[src/rtl/handshake_rx.sv]
// handshake_rx: receiving end of a 4-phase req/ack bundled-data crossing.
// The incoming req goes through a synchroniser. Each transfer captures one
// word into a small circular FIFO, and the FIFO is drained on a valid/ready
// stream. The sender is held off by keeping ack low while the FIFO is full.
module handshake_rx #(
  parameter int WIDTH       = 7,
  parameter int SYNC_STAGES = 2,
  parameter int DEPTH       = 2
) (
  input  logic                     clk,
  input  logic                     reset_n,
  input  logic                     req_a,
  input  logic [WIDTH-1:0]         data_a,
  output logic                     ack,
  output logic [WIDTH-1:0]         data_out,
  output logic                     valid_out,
  input  logic                     ready_in,
  output logic [$clog2(DEPTH):0]   count
);

  localparam int PW = $clog2(DEPTH);
  localparam int CW = PW + 1;
  localparam logic [CW-1:0] DEPTH_C = CW'(DEPTH);
  localparam logic [PW-1:0] PTR_ONE = PW'(1);
  localparam logic [CW-1:0] CNT_ONE = CW'(1);

  typedef enum logic [0:0] {
    IDLE  = 1'b0,
    ACKED = 1'b1
  } state_t;

  state_t                 state_r;
  logic                   ack_r;
  logic [SYNC_STAGES-1:0] sync_r;
  logic                   req_sync_s;

  logic [WIDTH-1:0]       mem_r [DEPTH];
  logic [PW-1:0]          wr_ptr_r;
  logic [PW-1:0]          rd_ptr_r;
  logic [CW-1:0]          count_r;
  logic                   valid_r;
  logic [WIDTH-1:0]       data_out_r;

  logic                   push_s;
  logic                   pop_s;
  logic [PW-1:0]          wr_ptr_nx_s;
  logic [PW-1:0]          rd_ptr_nx_s;
  logic [CW-1:0]          count_nx_s;
  logic [WIDTH-1:0]       head_nx_s;

  assign req_sync_s = sync_r[SYNC_STAGES-1];

  // Synchronise req_a; nothing else in the block looks at req_a.
  always_ff @(posedge clk or negedge reset_n) begin
    if (!reset_n) begin
      sync_r <= {SYNC_STAGES{1'b0}};
    end else begin
      sync_r <= {sync_r[SYNC_STAGES-2:0], req_a};
    end
  end

  // Push/pop decisions and next FIFO pointers, occupancy and head word.
  always_comb begin
    push_s      = (state_r == IDLE) && req_sync_s && (count_r < DEPTH_C);
    pop_s       = valid_r && ready_in;
    wr_ptr_nx_s = wr_ptr_r;
    rd_ptr_nx_s = rd_ptr_r;
    count_nx_s  = count_r;
    head_nx_s   = data_out_r;
    if (push_s) begin
      wr_ptr_nx_s = wr_ptr_r + PTR_ONE;
    end else begin
      wr_ptr_nx_s = wr_ptr_r;
    end
    if (pop_s) begin
      rd_ptr_nx_s = rd_ptr_r + PTR_ONE;
    end else begin
      rd_ptr_nx_s = rd_ptr_r;
    end
    case ({push_s, pop_s})
      2'b10:   count_nx_s = count_r + CNT_ONE;
      2'b01:   count_nx_s = count_r - CNT_ONE;
      default: count_nx_s = count_r;
    endcase
    // The word being written becomes the head when it lands on the next read slot.
    if (push_s && (wr_ptr_r == rd_ptr_nx_s)) begin
      head_nx_s = data_a;
    end else begin
      head_nx_s = mem_r[rd_ptr_nx_s];
    end
  end

  // FIFO storage, pointers, occupancy and the registered stream outputs.
  always_ff @(posedge clk or negedge reset_n) begin
    if (!reset_n) begin
      for (int i = 0; i < DEPTH; i++) begin
        mem_r[i] <= {WIDTH{1'b0}};
      end
      wr_ptr_r   <= {PW{1'b0}};
      rd_ptr_r   <= {PW{1'b0}};
      count_r    <= {CW{1'b0}};
      valid_r    <= 1'b0;
      data_out_r <= {WIDTH{1'b0}};
    end else begin
      if (push_s) begin
        mem_r[wr_ptr_r] <= data_a;
      end
      wr_ptr_r   <= wr_ptr_nx_s;
      rd_ptr_r   <= rd_ptr_nx_s;
      count_r    <= count_nx_s;
      valid_r    <= (count_nx_s != {CW{1'b0}});
      data_out_r <= head_nx_s;
    end
  end

  // Handshake FSM: ack rises with the capture and falls once req is seen low.
  always_ff @(posedge clk or negedge reset_n) begin
    if (!reset_n) begin
      state_r <= IDLE;
      ack_r   <= 1'b0;
    end else begin
      case (state_r)
        IDLE: begin
          if (req_sync_s && (count_r < DEPTH_C)) begin
            ack_r   <= 1'b1;
            state_r <= ACKED;
          end else begin
            ack_r   <= 1'b0;
            state_r <= IDLE;
          end
        end
        ACKED: begin
          if (!req_sync_s) begin
            ack_r   <= 1'b0;
            state_r <= IDLE;
          end else begin
            ack_r   <= 1'b1;
            state_r <= ACKED;
          end
        end
        default: begin
          ack_r   <= 1'b0;
          state_r <= IDLE;
        end
      endcase
    end
  end

  assign ack       = ack_r;
  assign data_out  = data_out_r;
  assign valid_out = valid_r;
  assign count     = count_r;

endmodule

[config.mk]
export PLATFORM = sky130hd
export DESIGN_NAME = handshake_rx
export DESIGN_NICKNAME = d
export VERILOG_FILES = /design/src/rtl/handshake_rx.sv
export SDC_FILE = /design/constraint.sdc
export NUM_CORES = 1
export LEC_CHECK = 0
export ABC_CLOCK_PERIOD_IN_PS = 4600
export CORE_ASPECT_RATIO = 0.6
export CORE_MARGIN = 5
export CORE_UTILIZATION = 55
export CTS_BUF_LIST = sky130_fd_sc_hd__clkbuf_4 sky130_fd_sc_hd__clkbuf_8 sky130_fd_sc_hd__clkbuf_16
export DETAILED_ROUTE_END_ITERATION = 10
export GPL_TIMING_DRIVEN = 0
export PLACE_DENSITY_LB_ADDON = 0.05
export SLEW_MARGIN = 10
export SYNTH_ARGS = -nofsm -noshare
export SYNTH_HDL_FRONTEND = slang
export SYNTH_SLANG_ARGS = --single-unit
[constraint.sdc]
create_clock -name clk -period 4.6 [get_ports clk]
set_input_delay 0.92 -clock clk [delete_from_list [all_inputs] [get_ports clk]]
set_output_delay 0.92 -clock clk [all_outputs]
set_load 0.01 [all_outputs]
# ---- Yosys cells after proc, flatten, opt, wreduce, memory -nomap -nowiden
# Cells that the tools add are included.
dict set report word_totals {
  mem_bits_rw 0
  latchBits 0
  memories 0
  romBits 0
  out_inout_bits 11
  input_bits 11
  ff_bits 29
}
dict set report op_classes {
  addsub 4
  div 0
  shift 0
  mul 0
  magnitude_cmp 4
  n_reduce_logical 7
  eq_ne 3
  n_mux 12
  bitwise_logic 3
}
# cell count
set op_table {}
lappend op_table {{2-to-1 mux 7 bit} 5}
lappend op_table {{bitwise mux 14 bit} 1}
lappend op_table {{demux 7 bit (select 1 bit)} 1}
lappend op_table {{logical AND 1 bit} 6}
lappend op_table {{greater-or-equal comparator 2 bit, second input constant} 2}
lappend op_table {{NOT 1 -> 2 bit} 2}
lappend op_table {{one-hot mux 2 bit (2 select lines)} 1}
lappend op_table {{2-to-1 mux 1 bit} 3}
lappend op_table {{adder 1 bit, second input constant} 2}
lappend op_table {{adder 2 x 1 -> 2 bit, second input constant} 1}
lappend op_table {{equality test 2 x 1 -> 1 bit, second input constant} 1}
lappend op_table {{equality test 2 bit, second input constant} 1}
lappend op_table {{less-than comparator 2 x 1 -> 1 bit, second input constant} 1}
lappend op_table {{less-than comparator 2 bit, second input constant} 1}
lappend op_table {{one-hot mux 1 bit (2 select lines)} 1}
lappend op_table {{nonzero test 2 bit} 1}
lappend op_table {{subtractor 2 x 1 -> 2 bit, second input constant} 1}
lappend op_table {{equality test 1 bit} 1}
lappend op_table {{NOT 1 bit} 1}

# ---- Depth between registers and ports, before layout
dict set report logic_depth {
  ltp_word 7
  depth_mapped 8
}

# ---- Worst setup path after synthesis
# Ideal clock, no wire load.
dict set report synth_path {
  kind {input to register}
  from {in ready_in}
  to {reg data_out_r[0], in the netlist data_out[0]}
  cell_stages 5
  t_required_ns 4.496
  path_slack_ns 2.533
  t_arrival_ns 1.963
  cell_sequence {and3b_1 > clkbuf_1 > o21ai_1 > o22ai_1 > a221oi_1}
}
dict set report synth_between {
  elab_chain_len 7
  word_cells_on_any_way 9
}
# element line_no
set synth_rtl {}
lappend synth_rtl {{from (decl)} 17} ;# input logic ready_in,
lappend synth_rtl {{logical AND 1 bit *} 65} ;# pop_s = valid_r && ready_in;
lappend synth_rtl {{2-to-1 mux 1 bit *} 75} ;# if (pop_s) begin
lappend synth_rtl {{NOT 1 -> 2 bit (implied by the code)} 89} ;# head_nx_s = mem_r[rd_ptr_nx_s];
lappend synth_rtl {{2-to-1 mux 7 bit (implied by the code) (3 in a row)} 89}
lappend synth_rtl {{2-to-1 mux 7 bit *} 86} ;# if (push_s && (wr_ptr_r == rd_ptr_nx_s)) begin
lappend synth_rtl {{via head_nx_s[0]} 49} ;# logic [WIDTH-1:0] head_nx_s;
lappend synth_rtl {{to (signal assigned)} 103} ;# data_out_r <= {WIDTH{1'b0}};
lappend synth_rtl {{to (signal assigned)} 112} ;# data_out_r <= head_nx_s;
lappend synth_rtl {{to (decl)} 42} ;# logic [WIDTH-1:0] data_out_r;
# The timed path passes the listed nets; every way through them passes the cells marked *. The select of a mux whose other input is x is not followed.
# A chain may end at the register's enable or synchronous reset.

# ---- Final worst setup path
dict set report layout_path {
  from {in ready_in}
  to {reg data_out_r[6], in the netlist data_out[6]}
}
# The elaborated chain is that of the path after synthesis.

==> summary.txt <==
Status
  – Outcome: finished clean

CTS
  – # resized after CTS: 0
  – TritonCTS Buffers: 5
  – Hold buffer count at CTS: 0
  – Setup Buffers After CTS: 0
  – Clk_lat worst skew: approximately 280 ps
  – Maximum root-to-sink buffer count: 2
  – H-tree depth: 2
  – Number of clock sinks: 29
  – CTS tree: built
  – Clk root buf: clkbuf_8
  – Clk slew on worst S/H paths: roughly 60 ps

STA
  – Sum Neg Setup Slack: 0 ps
  – Hold Worst Slack: between 300 and 400 ps
  – Final setup viols: 0
  – Slew margin rel.: 0.596
  – Setup Skew: 9.70 ps
  – Fin crit period: roughly 2800 ps
  – Max-slew violation count: 0
  – Least-Margin Pin Slew: just over 600 ps
  – Endpoints failing hold: 0
  – Max frequency: roughly 360 MHz
  – Tcrit/Tclk final: 0.607
  – Unrepaired setup endpoints after global routing: no

Final layout
  – Antenna cells: 0
  – Final #Nets: 145
  – Commonest non-fill, non-tap cell in the layout: dfrtp_1
  – Final Non-Filler Cells: roughly 160
  – Fillers: 183
  – P&R area growth vs syn: 25.2%
  – Most frequent cells in the layout: 29 x dfrtp_1, 20 x clkdlybuf4s50_1, 15 x mux2_2
  – Layout cell share with drive strength beyond 1: 0.246

Place
  – Placed Instances: 156
  – DP Wirelength: between 1500 and 2000 µm
  – Routability cong.: 0.835
  – Port bufs: 21

Die
  – Core footprint: ~0.0022 mm²
  – Die Height: roughly 48 µm
  – I/O Pins: 22
  – Initial Util: 0.589
  – Floorplan row count: 13
  – Die width: 72.9 µm
  – Die ar.: between 0.003 and 0.004 mm²

Routing
  – Via count: between 900 and 1,000
  – First DRT Iteration DRCs: slightly above 80
  – Wirelength per Cell: 17.0 µm
  – Final ANT Viol Nets: 0
  – Initial DRT Pass Iterations: 4
  – DRC Markers: 0
  – Drt total wl: about 2800 µm
  – Via-to-Cell Ratio: 5.90

Synthesis
  – Count of different cell masters after synthesis: 26
  – Mapped Cells: 105
  – Xor/xnor share of the synthesized area: 0.0269
  – Largest family of logic cells by synthesized area: compound AO/OA/AOI/OAI gates
  – Seq cells post-synth: 29
  – Syn Area/Cell: 12.4 µm²
  – Post-synth net total: between 100 and 150
  – Syn Std Cell Area: between 0.001 and 0.0015 mm²
  – Area share of the largest cell type after synthesis: 0.557
  – Synth Area in Compound Gates: 0.165
  – Sequential share of the synthesized area: 0.557
  – Synth Area in Simple Gates: 0.0758
  – Synth warn: 0
  – Synth Area in Adders: 0.00960
  – Mux contribution to synthesized area: 0.130
  – Top area cells in the synthesized netlist: dfrtp_1 56%, mux2_2 13%, a221oi_1 4.0%, o21bai_1 3.5%, or4_1 3.5%
  – Yosys top cell by area: dfrtp_1

Global route
  – Overflow after GRT: 0
  – Tot GR Track Use: 0.190
  – First-pass GRT wire length: 4590 µm
  – Initial antenna violation count: 0
  – Largest net degree at the start of global routing: 30
  – Vias in the first global route: around 1,000

Power and ir drop
  – Leakage: around 0.67 nW
  – Power per cell area: 729 mW/mm²
  – VDD IR max: approximately 0.38 mV

Critical path
  – Crit path kind: in -> reg
  – Worst setup EP type: flop
  – Critical Path Fanout Max: 10
  – CP required: ~4700 ps
  – Setup crit start kind: primary input
  – Data arrival time of the worst path: ~2900 ps

Job
  – Maxcap violations: 0

Worst hold path
  – HP Class: reg -> reg
[cell families (layout without fill, tap and decap cells)]
group,Yosys count,after routing
AND/OR/NAND/NOR,14,14
adder cells (fa/ha/maj),1,1
XOR/XNOR,4,4
multiplexers,15,15
buffers and inverters,9,38
AO/OA/AOI/OAI,33,33
flip-flops,29,29
[worst max-delay path: stages]
cell and delay (ps):
clkdlybuf4s50_1 480, a21boi_0 190, clkbuf_1 270, o21ai_1 470, o22ai_1 180, a221oi_1 430
[flip-flops by register name (all words and copies together), names as in the netlist]
register   cells
sync_r         2
data_out       7
valid_out      1
rd_ptr_r       1
wr_ptr_r       1
ack            1
mem_r         14
count          2
[report_power, final]
| group | leakage [nW] | internal (W) | switching (W) | total, W |
|---|---|---|---|---|
| combinational | 0.284 | 0.000287 | 0.000261 | 0.000548 |
| clock | 0.0484 | 0.000110 | 0.0000902 | 0.000200 |
| sequential | 0.342 | 0.000380 | 0.0000623 | 0.000442 |
[layout make-up]
class	count	area, µm²	share of cell area
repair buffers	21	205	0.126
inverters	2	7.51	0.00460
clock buffers	6	76.3	0.0467
flip-flops and latches	29	726	0.444
plain buffers	7	40.0	0.0245
well taps	30	37.5	0.0230
multi-input cells	67	531	0.325
clock inverters	2	10.0	0.00613
[synthesized netlist by cell type]
cell      number
ha_1           1
a221oi_1       6
buf_6          1
inv_1          1
o22ai_1        6
nor2_1         1
or4_1          6
inv_2          1
xor2_1         1
xnor2_1        3
nor3b_2        1
o21ai_0        6
o21ai_1        1
buf_4          1
a21boi_0       2
or2_2          2
and2_1         1
o21bai_1       6
clkbuf_1       3
nand2_1        1
dfrtp_1       29
mux2_2        15
a21oi_1        6
buf_2          2
and3b_1        1
nor2_2         1
[final timing paths]
| check | slack [ps] | cells after the start | startpoint | endpoint |
|---|---|---|---|---|
| worst max-delay path | 1810 | 6 | ready_in | data_out[6]$_DFF_PN0_ |
| worst min-delay path | 350 | 0 | sync_r[0]$_DFF_PN0_ | sync_r[1]$_DFF_PN0_ |
| worst max register to register | 2560 | 5 | valid_out$_DFF_PN0_ | data_out[6]$_DFF_PN0_ |
| worst min register to register | 350 | 0 | sync_r[0]$_DFF_PN0_ | sync_r[1]$_DFF_PN0_ |
| max in group asynchronous | 3550 | 1 | reset_n | mem_r[11]$_DFFE_PN0P_ |
| min in group asynchronous | 640 | 1 | reset_n | mem_r[0]$_DFFE_PN0P_ |
[metal layers]
metal  part of all wire  wire, µm  GRT usage  up-vias
met3              0.089       247     0.0734        7
met4              0.020        55      0.136        0
met2               0.46      1270      0.294       47
met1               0.43      1210      0.224      463
li1                   -         -          -      451
met5                  0         0          0        -
[stage by stage]
step	instance area, µm²	setup slack, ps	util	power, W
3_3_place_gp	1550	1670	0.701	0.000955
5_1_grt	1630	1680	0.738	0.00127
2_1_floorplan	1300	2530	-	0.000786
4_1_cts	1640	1850	0.740	0.00119
3_5_place_dp	1550	1600	0.701	0.000987
6_report	1630	1810	0.738	0.00119
Note: power is estimated with default switching activity, not from simulation.
